<file path="src/rtl/click_flasher_if.sv">
// Click/LED bus between the debounced click source and the flasher.
interface click_flasher_if #(
    parameter int unsigned PEND_W = 8
);
    logic              click;
    logic              led;
    logic              busy;
    logic [PEND_W-1:0] pending;
    logic              overflow;

    // Click source side: drives strobes, observes flasher status.
    modport master (
        output click,
        input  led,
        input  busy,
        input  pending,
        input  overflow
    );

    // Flasher side.
    modport slave (
        input  click,
        output led,
        output busy,
        output pending,
        output overflow
    );
endinterface

</file>
<file path="src/rtl/click_flasher.sv">
// Turns single-cycle click strobes into fixed-length LED flashes, queueing
// clicks that arrive mid-flash and replaying them back to back.
module click_flasher #(
    parameter logic [31:0] ON_TIME  = 32'd500_000,
    parameter logic [31:0] OFF_TIME = 32'd500_000,
    parameter int unsigned PEND_W   = 8
) (
    input logic            clk,
    input logic            reset,
    click_flasher_if.slave bus
);
    localparam logic [1:0] StIdle = 2'd0;
    localparam logic [1:0] StOn   = 2'd1;
    localparam logic [1:0] StOff  = 2'd2;

    localparam logic [PEND_W-1:0] PendMax = '1;

    logic [1:0]        state_q, state_d;
    logic [31:0]       timer_q, timer_d;
    logic [PEND_W-1:0] pending_q, pending_d;
    logic              overflow_q, overflow_d;
    logic              led_q, led_d;
    logic              busy_q, busy_d;
    logic              dequeue;

    // Flash sequencing: timer counts cycles within the ON or OFF phase.
    always_comb begin
        state_d = state_q;
        timer_d = timer_q;
        dequeue = 1'b0;
        case (state_q)
            StIdle: begin
                if (pending_q != '0) begin
                    state_d = StOn;
                    timer_d = '0;
                    dequeue = 1'b1;
                end
            end
            StOn: begin
                if (timer_q == ON_TIME - 32'd1) begin
                    state_d = StOff;
                    timer_d = '0;
                end else begin
                    timer_d = timer_q + 32'd1;
                end
            end
            StOff: begin
                if (timer_q == OFF_TIME - 32'd1) begin
                    timer_d = '0;
                    // Queued click starts the next flash with no idle cycle.
                    if (pending_q != '0) begin
                        state_d = StOn;
                        dequeue = 1'b1;
                    end else begin
                        state_d = StIdle;
                    end
                end else begin
                    timer_d = timer_q + 32'd1;
                end
            end
            default: begin
                state_d = StIdle;
                timer_d = '0;
            end
        endcase
    end

    // Pending queue: a click and a dequeue on the same edge cancel out,
    // so saturation can only drop a click when nothing is leaving.
    always_comb begin
        pending_d  = pending_q;
        overflow_d = overflow_q;
        if (bus.click && !dequeue) begin
            if (pending_q == PendMax) begin
                overflow_d = 1'b1;
            end else begin
                pending_d = pending_q + PEND_W'(1);
            end
        end else if (!bus.click && dequeue) begin
            pending_d = pending_q - PEND_W'(1);
        end
    end

    // Registered outputs follow the next state so they align with it.
    always_comb begin
        led_d  = (state_d == StOn);
        busy_d = (state_d != StIdle);
    end

    // State registers; reset aborts any flash in progress.
    always_ff @(posedge clk or posedge reset) begin
        if (reset) begin
            state_q    <= StIdle;
            timer_q    <= '0;
            pending_q  <= '0;
            overflow_q <= 1'b0;
            led_q      <= 1'b0;
            busy_q     <= 1'b0;
        end else begin
            state_q    <= state_d;
            timer_q    <= timer_d;
            pending_q  <= pending_d;
            overflow_q <= overflow_d;
            led_q      <= led_d;
            busy_q     <= busy_d;
        end
    end

    assign bus.led      = led_q;
    assign bus.busy     = busy_q;
    assign bus.pending  = pending_q;
    assign bus.overflow = overflow_q;
endmodule
</file>
<file path="src/flat_wrapper.sv">
// flat-port wrapper written by rule: the top's interface ports become plain ports
module click_flasher_flat 
#(
    parameter logic [31:0] ON_TIME  = 32'd500_000,
    parameter logic [31:0] OFF_TIME = 32'd500_000,
    parameter int unsigned PEND_W   = 8
)
  (clk, reset, bus_click, bus_led, bus_busy, bus_pending, bus_overflow);
  click_flasher_if #(.PEND_W(PEND_W)) bus_i ();
  input logic clk;
  input logic reset;
  input wire logic [$bits(bus_i.click)-1:0] bus_click;
  output wire logic [$bits(bus_i.led)-1:0] bus_led;
  output wire logic [$bits(bus_i.busy)-1:0] bus_busy;
  output wire logic [$bits(bus_i.pending)-1:0] bus_pending;
  output wire logic [$bits(bus_i.overflow)-1:0] bus_overflow;
  assign bus_i.click = bus_click;
  assign bus_led = bus_i.led;
  assign bus_busy = bus_i.busy;
  assign bus_pending = bus_i.pending;
  assign bus_overflow = bus_i.overflow;
  click_flasher #(.ON_TIME(ON_TIME), .OFF_TIME(OFF_TIME), .PEND_W(PEND_W)) u_core (.clk(clk), .reset(reset), .bus(bus_i));
endmodule
</file>
<file path="config.mk">
export PLATFORM = sky130hd
export DESIGN_NAME = click_flasher_flat
export DESIGN_NICKNAME = d
export VERILOG_FILES = /design/src/rtl/click_flasher_if.sv /design/src/rtl/click_flasher.sv /design/src/flat_wrapper.sv
export SDC_FILE = /design/constraint.sdc
export NUM_CORES = 1
export LEC_CHECK = 0
export ABC_AREA = 1
export CAP_MARGIN = 40
export CORE_MARGIN = 4
export CORE_UTILIZATION = 25
export DETAILED_ROUTE_END_ITERATION = 7
export PLACE_DENSITY = 0.44
export REMOVE_ABC_BUFFERS = 1
export SLEW_MARGIN = 25
export SYNTH_ARGS = -nofsm -noshare
export SYNTH_HDL_FRONTEND = slang
export SYNTH_SLANG_ARGS = --single-unit
</file>
<file path="constraint.sdc">
create_clock -name clk -period 5.04 [get_ports clk]
set_input_delay 1.26 -clock clk [delete_from_list [all_inputs] [get_ports clk]]
set_output_delay 1.26 -clock clk [all_outputs]
set_load 0.05 [all_outputs]
</file>
* Word level (Yosys, flattened, before mapping)
Index checks and enable logic that the tools add are counted.
** Storage, ports and cells
- Bits in registers :: 45
- Bits in latches :: 0
- RAM bits :: 0
- ROM bits :: 0
- Bits of input ports :: 3
- Output and inout bits :: 11
- Logic and storage cells :: 41
- Memories :: 0
** Operators by class
- $add $sub $neg :: 3
- Multipliers :: 0
- Div/mod/pow operators :: 0
- Magnitude comparators :: 0
- Equality and inequality tests :: 7
- Shifts and indexed selects :: 0
- Multiplexer cells :: 14
- Bitwise gates (word level) :: 0
- Reduce and logical (&&, ||, !) cells :: 11
** Operators by type and width (number)
- two-way mux 32 bit :: 2
- case mux 32 bit (2 select lines) :: 1
- adder 32 x 1 -> 32 bit (second input constant) :: 1
- equality test 32 x 19 -> 1 bit (second input constant) :: 1
- two-way mux 8 bit :: 3
- adder 8 x 1 -> 8 bit (second input constant) :: 1
- equality test 8 bit (second input constant) :: 1
- nonzero test 8 bit :: 1
- subtractor 8 x 1 -> 8 bit (second input constant) :: 1
- two-way mux 2 bit :: 3
- case mux 2 bit (3 select lines) :: 1
- equality test 2 x 1 -> 1 bit (second input constant) :: 2
- AND reduction 2 bit :: 2
- nonzero test 2 bit :: 2
- two-way mux 1 bit :: 3
- equality test 2 bit (second input constant) :: 1
- logical AND 1 bit :: 2
- logical NOT 1 bit :: 2
- logical NOT 2 bit :: 1
- != test 2 x 1 -> 1 bit (second input constant) :: 1
- != test 2 bit (second input constant) :: 1
- case mux 1 bit (2 select lines) :: 1
- OR reduction 2 bit :: 1

* Longest topological paths before layout
- Depth in word-level cells :: 8
- Depth in mapped cells :: 18
- Depth with buffers taken out :: 18

* Worst setup path before layout
OpenSTA, ideal clock, no wires.
- Path type :: input -> register
- Start point :: input bus_click
- End point :: register u_core.pending_q[7] (netlist: u_core.bus.pending[7])
- Library setup time :: 120 ps
- Arrival time :: 2637 ps
- Required time :: 4920 ps
- Slack :: 2283 ps
- Stages on the path :: 10
- Path buffers :: 0
- Path through :: nand3_1 > ha_1 > a21oi_1 > nand2_1 > a21oi_1 > inv_1 > nand2_1 > nand3_1 > nand2_1 > nand2_1
** On the way
- Cells in the longest elaborated chain, start to end :: 4
- Elaborated cells between the ends (all ways) :: 7
- Classes of those cells :: 1 x eq/ne; 1 x mux; 5 x reduce/logical
** Ends and longest elaborated chain
- start, declared :: line flat_wrapper.sv:12 : input wire logic [$bits(bus_i.click)-1:0] bus_click;
- logical NOT 1 bit :: line click_flasher.sv:79 : end else if (!bus.click && dequeue) begin
- logical AND 1 bit :: line click_flasher.sv:79
- nonzero test 2 bit (no source line)
- AND reduction 2 bit (no source line)
- end signal, assigned :: line click_flasher.sv:102 : pending_q <= pending_d;
- end, declared :: line click_flasher.sv:20 : logic [PEND_W-1:0] pending_q, pending_d;
Parallel ways exist; a longest one is shown, timed or not.
A chain may end at the register's enable or synchronous reset.

* Worst setup path after layout
Ends and elaborated chain as after synthesis.

==> impl_results.md <==
- Worst hold start: u_core.bus.overflow
- Crit path capture: u_core.bus.pending[7]
- Largest net degree at the start of global routing: 32
- Outcome: complete, no violations
- Post-CTS setup buffer count: 0
- Setup_tns: 0 ns
- Total vias in the final route: 2742
- Yosys cell types: 36
- Syn_area_per_cell: between 7 and 8 µm²
- FF-to-FF Start: u_core.timer_q[0]
- FILL cells: 1331
- PwrDens: 365 nW/µm²
- RD Place Congestion: about 0.81
- Number of buffers on the longest clock path: 2
- Cts bufs inserted: 5
- Critical Path AT: 3.49 ns
- Clk sink count: 45
- H-tree levels: 2
- Fmax: 0.302 GHz
- Hold path cells: 1
- Starting Density: about a quarter
- Area Growth Syn to Fin: 16.2%
- Worst hold path type: flip-flop to flip-flop
- Mapped Cells: approximately 430
- Peak supply drop: 266 µV
- Ant. Diodes: 0
- Vias/cell: ~4.5
- Unrepaired setup endpoints after global routing: false
- Die W: 119 µm
- Hold Buf Count CTS: 0
- DRC Markers: 0
- Post-layout min period: 3.31 ns
- WS Path Type: primary input to flip-flop
- Core Footprint: about 12000 µm²
- Post-synthesis sequential area ratio: between 30% and 40%
- R2R setup slack: roughly 2.1 ns
- Worst-skew pair later-pin latency: 0.29 ns
- Net count, final: between 400 and 500
- WHS: ~0.48 ns
- Syn. warnings: 0
- Critical path peak fanout: 10
- Chip Height: 119 µm
- Slew HR: around 58%
- Iter 0 DRT Violations: 143
- Critical Path Start: bus_click
- CP Cell Sequence: clkdlybuf4s50_1, nand3_1, ha_1, a21oi_1, nand2_1, a21oi_1, inv_1, nand2_1, nand3_1, nand2_1, nand2_1
- Remaining global-route overflow: 0
- Std-Cell Rows: 40
- Part of the cycle the worst path needs: approximately 66%
- Final Hold Viols: 0
- Worst slew pin tran: 0.631 ns
- Most common cell after layout, fill and taps aside: nand2_1
- # resized after CTS: 0
- GRT Util Overall: 11.6%
- Clock tree from TritonCTS: built
- Reg-to-reg endpoint: u_core.bus.pending[7]
- Vias in the first global route: roughly 2.8k
- Detailed-route wire length: between 7000 and 8000 µm
- Lkg Pwr: between 0.0015 and 0.002 µW
- Drt pass-1 iters: 4
- Slowest cell on crit path: clkdlybuf4s50_1
- Max incr delay on CP: around 0.52 ns
- Ratio of cells with drive above 1 in the final layout: ~8.5%
- FF-to-FF path depth: 16
- Num ports: 14
- Most frequent cells in the layout: nand2_1 (105), nor2_1 (60), inv_1 (55)
- CP endpoint kind: flip-flop
- I/O Buffers: 13
- Max_cap viols: 0
- Final setup vio count: 0
- WL/cell: ~13 µm
- CP required: approximately 5.2 ns
- Clk_skew: between 0.009 and 0.01 ns
- Clk slew on worst S/H paths: 0.06 ns
- Final HPWL DP: a little over 6000 µm
- Crit path launch type: primary input
- Die area: between 10000 and 15000 µm²
- Post-DRT Antenna Nets: 0
- Slew Limit Fails: 0
- Most frequent CP cell: nand2_1
- First-pass GRT wire length: 13500 µm
- Cell area after synthesis: 3100 µm²
- Synthesis-stage register bit count: 45
- Initial antenna violation count: 0
- Clock root buffer: clkbuf_16
## kinds of logic after synthesis
family	after synthesis	synth area share, %
simple gates	251	37.7
buf+inv	63	8.41
compound gates	47	8.61
flops	45	36.4
fa+ha+maj	13	5.50
xor+xnor	12	3.40
## cell usage after synthesis, drive strengths merged
master	count	area share, %
ha	12	4.9
nand3	29	5.0
nand4	21	4.6
nor4	4	0.81
nor3b	1	0.24
fa	1	0.65
dfrtp	45	36
nor2	67	9.0
inv	57	6.9
nand3b	1	0.24
nand2	111	14
xnor2	4	1.1
o21bai	1	0.24
a31oi	3	0.61
nor3	16	3.4
buf	5	1.4
xor2	8	2.3
o21ai	17	3.1
a21oi	25	4.4
and2	1	0.20
clkbuf	1	0.12
o31ai	1	0.24
## final cells by class
| cell class | count | area [µm²] | share of cell area, % |
|---|---|---|---|
| clock buffer | 7 | 143 | 3.97 |
| clock inverter | 1 | 30.0 | 0.835 |
| inverter | 57 | 214 | 5.95 |
| multi-input combinational | 323 | 1710 | 47.5 |
| sequential | 45 | 1130 | 31.3 |
| tap | 168 | 210 | 5.84 |
| timing repair buffer | 15 | 165 | 4.59 |
## critical path, delay by kind of cell
kind / cells / cell delay, ns
buffers and inverters: 2 / 0.58
AO/OA/AOI/OAI: 2 / 0.39
adder cells (fa/ha/maj): 1 / 0.49
AND/OR/NAND/NOR: 6 / 0.76
## sequential cells by signal, indices dropped and copies added (netlist names)
name                 count
u_core.state_q           2
u_core.bus.pending       8
u_core.bus.led           1
u_core.bus.overflow      1
u_core.bus.busy          1
u_core.timer_q          32
## how the worst min path moves through the flow
| stage | end | slack, ns |
|---|---|---|
| 2_1_floorplan | u_core.timer_q[1] | 0.47 |
| 3_3_place_gp | u_core.bus.overflow | 0.47 |
| 3_5_place_dp | u_core.bus.overflow | 0.46 |
| 4_1_cts | u_core.bus.overflow | 0.48 |
| 5_1_grt | u_core.bus.overflow | 0.54 |
| 6_report | u_core.bus.overflow | 0.48 |
## routing by layer
layer,GRT usage (%),routed length [µm]
met5,0,0
met4,1.96,43
met3,2.28,209
met2,20.1,3810
met1,15.2,3870
## where the power goes
part | internal (µW) | switching (µW)
Combinational | 173 | 297
Clock | 248 | 141
Sequential | 398 | 57.3
## per-stage QoR
step                std cells  total power (µW)  instance area [µm²]  setup slack [ns]  util [%]
floorplan                 425               793                 3050              2.28         -
global placement          607               928                 3400              1.54      28.2
detailed placement        608               933                 3420              1.45      28.4
CTS                       616              1340                 3600              1.76      29.8
global route              616              1400                 3600              1.57      29.8
finish                    616              1310                 3600              1.73      29.8
(Power assumes the default switching activity.)
